### src/rtl/wb_resp_pkg.sv
// Shared types and constants for the Wishbone-to-native memory responder.
package wb_resp_pkg;

   typedef enum logic [1:0] {
      ST_IDLE = 2'd0,
      ST_REQ  = 2'd1,
      ST_ACK  = 2'd2,
      ST_ERR  = 2'd3
   } state_e;

   localparam int unsigned DEFAULT_TIMEOUT = 16;
   localparam int unsigned CNT_W           = 8;

   // Keep only the byte lanes whose enable bit is set.
   function automatic logic [31:0] lane_mask(input logic [31:0] d, input logic [3:0] be);
      logic [31:0] m;
      m = '0;
      for (int i = 0; i < 4; i++) begin
         m[8*i +: 8] = be[i] ? d[8*i +: 8] : 8'h00;
      end
      return m;
   endfunction

endpackage

### src/rtl/wb_resp_timeout_cnt.sv
// Wait-cycle counter for the native request phase, flags the last permitted cycle.
module wb_resp_timeout_cnt
   import wb_resp_pkg::*;
(
   input  logic             clk,
   input  logic             reset_n,
   input  logic             clr,
   input  logic             en,
   input  logic [CNT_W-1:0] limit,
   output logic             tc_c
);

   logic [CNT_W-1:0] cnt;

   always_ff @(posedge clk or negedge reset_n) begin
      if (!reset_n) begin
         cnt <= '0;
      end else if (clr) begin
         cnt <= '0;
      end else if (en && (cnt != {CNT_W{1'b1}})) begin
         cnt <= cnt + CNT_W'(1);
      end
   end

   assign tc_c = (cnt == (limit - CNT_W'(1)));

endmodule

### src/rtl/wb_mem_responder.sv
// Wishbone classic slave that forwards decoded accesses to a native ready-based memory port.
module wb_mem_responder
   import wb_resp_pkg::*;
#(
   parameter logic [31:0] BASE_ADDR  = 32'h2000_0000,
   parameter int unsigned SIZE_BYTES = 4096,
   parameter int unsigned TIMEOUT    = DEFAULT_TIMEOUT,
   parameter int unsigned AW         = $clog2(SIZE_BYTES / 4)
) (
   input  logic          clk,
   input  logic          reset_n,
   input  logic [31:0]   wb_adr_i,
   input  logic [31:0]   wb_dat_i,
   input  logic [3:0]    wb_sel_i,
   input  logic          wb_we_i,
   input  logic          wb_cyc_i,
   input  logic          wb_stb_i,
   output logic [31:0]   wb_dat_o,
   output logic          wb_ack_o,
   output logic          wb_err_o,
   output logic          mem_req_o,
   output logic          mem_we_o,
   output logic [AW-1:0] mem_addr_o,
   output logic [3:0]    mem_be_o,
   output logic [31:0]   mem_wdata_o,
   input  logic [31:0]   mem_rdata_i,
   input  logic          mem_ready_i,
   output logic [7:0]    err_cnt_o
);

   localparam logic [CNT_W-1:0] TMO_LIMIT = CNT_W'(TIMEOUT);
   localparam logic [31:0]      WIN_SIZE  = 32'(SIZE_BYTES);

   state_e      state_q;
   state_e      state_d;
   logic [31:0] dat_d;
   logic [32:0] off_c;
   logic        hit_c;
   logic        accept_c;
   logic        suppress_c;
   logic        cnt_en_c;
   logic        tc_c;
   logic        aborted_q;

   // 33-bit subtraction so addresses below the base show up as a borrow.
   assign off_c      = {1'b0, wb_adr_i} - {1'b0, BASE_ADDR};
   assign hit_c      = !off_c[32] && (off_c[31:0] < WIN_SIZE) && (wb_sel_i != 4'd0);
   assign accept_c   = (state_q == ST_IDLE) && wb_cyc_i && wb_stb_i && hit_c;
   assign suppress_c = aborted_q || !wb_cyc_i;
   assign cnt_en_c   = (state_q == ST_REQ) && !mem_ready_i;

   wb_resp_timeout_cnt u_tmo (
      .clk     (clk),
      .reset_n (reset_n),
      .clr     (accept_c),
      .en      (cnt_en_c),
      .limit   (TMO_LIMIT),
      .tc_c    (tc_c)
   );

   always_comb begin
      state_d = state_q;
      dat_d   = '0;
      case (state_q)
         ST_IDLE: begin
            if (wb_cyc_i && wb_stb_i) begin
               state_d = hit_c ? ST_REQ : ST_ERR;
            end
         end
         ST_REQ: begin
            // An aborted master still lets the native access finish, but gets no termination.
            if (mem_ready_i) begin
               if (suppress_c) begin
                  state_d = ST_IDLE;
               end else begin
                  state_d = ST_ACK;
                  dat_d   = mem_we_o ? 32'h0 : lane_mask(mem_rdata_i, mem_be_o);
               end
            end else if (tc_c) begin
               state_d = suppress_c ? ST_IDLE : ST_ERR;
            end
         end
         ST_ACK:  state_d = ST_IDLE;
         ST_ERR:  state_d = ST_IDLE;
         default: state_d = ST_IDLE;
      endcase
   end

   always_ff @(posedge clk or negedge reset_n) begin
      if (!reset_n) begin
         state_q     <= ST_IDLE;
         wb_dat_o    <= '0;
         wb_ack_o    <= 1'b0;
         wb_err_o    <= 1'b0;
         mem_req_o   <= 1'b0;
         mem_we_o    <= 1'b0;
         mem_addr_o  <= '0;
         mem_be_o    <= '0;
         mem_wdata_o <= '0;
         err_cnt_o   <= '0;
         aborted_q   <= 1'b0;
      end else begin
         state_q   <= state_d;
         wb_dat_o  <= dat_d;
         wb_ack_o  <= (state_d == ST_ACK);
         wb_err_o  <= (state_d == ST_ERR);
         mem_req_o <= (state_d == ST_REQ);
         if (accept_c) begin
            mem_we_o    <= wb_we_i;
            mem_addr_o  <= off_c[AW+1:2];
            mem_be_o    <= wb_sel_i;
            mem_wdata_o <= wb_dat_i;
         end
         if (accept_c) begin
            aborted_q <= 1'b0;
         end else if ((state_q == ST_REQ) && !wb_cyc_i) begin
            aborted_q <= 1'b1;
         end
         if ((state_d == ST_ERR) && (err_cnt_o != 8'hFF)) begin
            err_cnt_o <= err_cnt_o + 8'd1;
         end
      end
   end

endmodule

### config.mk
export PLATFORM = sky130hd
export DESIGN_NAME = wb_mem_responder
export DESIGN_NICKNAME = d
export VERILOG_FILES = /design/src/rtl/wb_resp_pkg.sv /design/src/rtl/wb_resp_timeout_cnt.sv /design/src/rtl/wb_mem_responder.sv
export SDC_FILE = /design/constraint.sdc
export NUM_CORES = 1
export LEC_CHECK = 0
export BUFFER_PORTS_ARGS = -buffer_cell sky130_fd_sc_hd__buf_2
export CORE_MARGIN = 2
export CORE_UTILIZATION = 46
export DETAILED_ROUTE_END_ITERATION = 6
export PLACE_DENSITY_LB_ADDON = 0.25
export SETUP_SLACK_MARGIN = 0.15
export SYNTH_ARGS = -nofsm -noshare
export SYNTH_HDL_FRONTEND = slang
export SYNTH_SLANG_ARGS = --single-unit
### constraint.sdc
create_clock -name clk -period 2.45 [get_ports clk]
set_input_delay 0.245 -clock clk [delete_from_list [all_inputs] [get_ports clk]]
set_output_delay 0.245 -clock clk [all_outputs]
set_load 0.02 [all_outputs]
==> metrics.yaml <==
slew_viol_final: 0
seqCellArea_um2: 2530
vias: 2970
rsz0062_at_grt: "no"
use_met3_pct: 5.18
hpwl_um: 6670
core_area_um2: 8720
grt_pass1_wl_um: 14800
ir_drop_uv: 355
grt_overflow_total: 0
area_growth_pct: 32.0
crit_type: "register to register"
path_max_fanout: 8
p_leak_uw: 0.00320
netlist_area_um2: 4120
netlist_instances: 282
cts_tree: "yes"
antenna_found_initial: 0
cts-root-buf: "clkbuf_8"
hold_class: "input pin to register"
grtUsageMet2_pct: 30.7
clk_pin_slew_ns: 0.12
dieArea_um2: 9740
grt_max_degree: 82
synth-seq-area-share_pct: 61.3
die_y_um: 98.7
cp_slowest_stage_delay_ns: 0.57
num-fill-cells: 702
period_minus_slack_ns: 2.00
max_freq_ghz: 0.499
routed_wl_um: 9230
crit_chain: "or4_4, nor2_4, nand3b_4, a21boi_0, mux2_2"
crit_buf_inv: 0
insertedDiodeCount: 0
rows: 34
worst_ep_arrival_time_ns: 2.25
nNetsFinal: 591
post-route-drc-count: 0
grt_pass1_vias: 2976
place.gp.congestion: 0.774
start_util_pct: 47.3
yosysWarnings: 0
viasPerCell: 4.99
yosys_register_bits: 101
finalSetupTns_ns: 0
cts_max_level: 3
worst_pin_slew_ns: 0.612
ant_nets: 0
hold_viol: 0
synth_cell_type_count: 46
layout-drive-gt1-share_pct: 56.5
p_per_area_nw_per_um2: 637
critPathLaunchType: "register"
finClkSkew_ns: 0.0220
cp.required_ns: 2.70
fin_crit_sh_pct: 81.7
end_kind: "register"
path_delay_family: "simple AND/OR/NAND/NOR gates"
timing.hold.ws_ns: 0.0957
outcome: "finished, final reports clean"
multiInputGateArea_um2: 1510
numCtsBuffers: 9
relSlewSlack_pct: 58.9
first_iter_violations: 170
cts_buffer_depth: 2
die_w_um: 98.7
portBuffers: 193
clk_latency_ns: 0.37
cap_violations: 0
wl_per_cell_um: 15.5
cpMaxStageDelayCell: "or4_4"
met1_usage_pct: 24.9
cts_sinks: 101
syn_area_per_cell_um2: 14.6
synth_nets: 391
ctsResizeCount: 0
setup_viol: 0
track_usage_pct: 19.1
drt_first_pass_iters: 4
busiest_layer: "met2"
floorplan.io_pins: 196
## Yosys cell counts (all sizes together)
cell	count	area, um2
nand3b	1	20.0
a211oi	3	27.5
buf	6	72.6
or2	1	6.26
and2b	1	7.51
nor4b	4	68.8
and3	33	206
or4	2	18.8
xor2	6	52.6
nand2b	1	6.26
nor2b	1	6.26
dfrtp	101	2530
nor2	12	52.6
nor3b	1	7.51
mux2i	1	10.0
nand4	2	18.8
mux2	50	676
ha	3	37.5
inv	4	15.0
and2	2	12.5
a21oi	6	33.8
nand2	9	33.8
clkbuf	3	11.3
o2111ai	1	8.76
a31oi	1	6.26
nor4	2	12.5
nand3	6	30.0
nor3	6	35.0
a21o	1	7.51
o31ai	1	21.3
o21ai	5	25.0
or3	1	6.26
a21boi	1	7.51
xnor2	4	35.0
## worst paths after layout
path	depth (start not counted)	endpoint	slack, ns	from
min	2	mem_wdata_o[30]	0.1	wb_dat_i[30]
max reg2reg	5	err_cnt_o[2]	0.45	u_tmo.cnt[4]
min reg2reg	1	mem_wdata_o[1]	0.50	mem_wdata_o[1]
min in group asynchronous	2	mem_wdata_o[14]	0.29	reset_n
max	5	err_cnt_o[2]	0.45	u_tmo.cnt[4]
max in group asynchronous	3	u_tmo.cnt[6]	1.45	reset_n
## worst register-to-register path: stages, from the launching register on
cell      delay (ns)
dfrtp_1         0.45
or4_4           0.57
nor2_4          0.14
nand3b_4        0.14
a21boi_0        0.24
mux2_2          0.35
## sequential cells by signal, indices dropped and copies added, names as in the netlist
name,count
wb_ack_o,1
wb_dat_o,32
wb_err_o,1
mem_addr_o,10
aborted_q,1
mem_wdata_o,32
mem_we_o,1
state_q,2
u_tmo.cnt,8
mem_req_o,1
mem_be_o,4
err_cnt_o,8
## cell type report
type | count | share of cell area, %
Multi-Input combinational cell | 168 | 27.7
Clock inverter | 7 | 1.86
Sequential cell | 101 | 46.4
Tap cell | 108 | 2.48
Timing Repair Buffer | 198 | 19.0
Clock buffer | 9 | 2.28
Inverter | 4 | 0.276
## cells by family (layout without fill, tap and decap cells)
group	after synthesis	after routing	synth area share, %
muxes	51	51	16.6
xor gates and xnor gates	10	10	2.12
AOI/OAI and AO/OA	19	19	3.34
buffers and inverters	13	218	2.40
adders and majority gates	3	3	0.910
and+or+nand+nor	85	85	13.3
DFF	101	101	61.3
## cell usage in the layout, fill, tap and decap left out, drive strengths merged, types with 2 or more instances in the layout
| cell | netlist | final |
|---|---|---|
| nor4 | 2 | 2 |
| xor2 | 6 | 6 |
| nand3 | 6 | 6 |
| inv | 4 | 7 |
| buf | 6 | 197 |
| a211oi | 3 | 3 |
| a21oi | 6 | 6 |
| mux2 | 50 | 50 |
| nor4b | 4 | 4 |
| nand2 | 9 | 9 |
| nor2 | 12 | 12 |
| xnor2 | 4 | 4 |
| and2 | 2 | 2 |
| or4 | 2 | 2 |
| o21ai | 5 | 5 |
| nand4 | 2 | 2 |
| dfrtp | 101 | 101 |
| clkinv | 0 | 2 |
| ha | 3 | 3 |
| clkbuf | 3 | 9 |
| and3 | 33 | 33 |
| nor3 | 6 | 6 |
## stage by stage
stage          util (%)  instance area, um2  setup slack [ns]  std cells  power (uW)
2_1_floorplan         -                4120             0.508        282        2130
3_3_place_gp       59.7                5210             0.261        578        2340
3_5_place_dp       59.7                5210             0.226        578        2350
4_1_cts            62.4                5440             0.459        595        3510
5_1_grt            62.4                5440             0.384        595        3640
6_report           62.4                5440             0.448        595        3460
## repair_timing
item                                   CTS  global route
setup endpoints to repair                0             0
endpoints found under the hold margin   20             0
setup buffers                            0             0
hold buffers                             1             0
## report_power, final
group | total [uW] | leakage, uW | switching (uW) | internal (uW)
clock | 1150 | 0.000109 | 641 | 508
combinational | 450 | 0.00170 | 245 | 205
sequential | 1870 | 0.00138 | 107 | 1760
total | 3460 | 0.00320 | 993 | 2470
## layer usage
layer / vias up / part of all wire, %
met2: 138 / 47
met5: - / 0
met4: 0 / 2.6
li1: 1392 / -
met3: 20 / 6.5
met1: 1420 / 43
No activity file was read; power rests on OpenSTA's default activity.
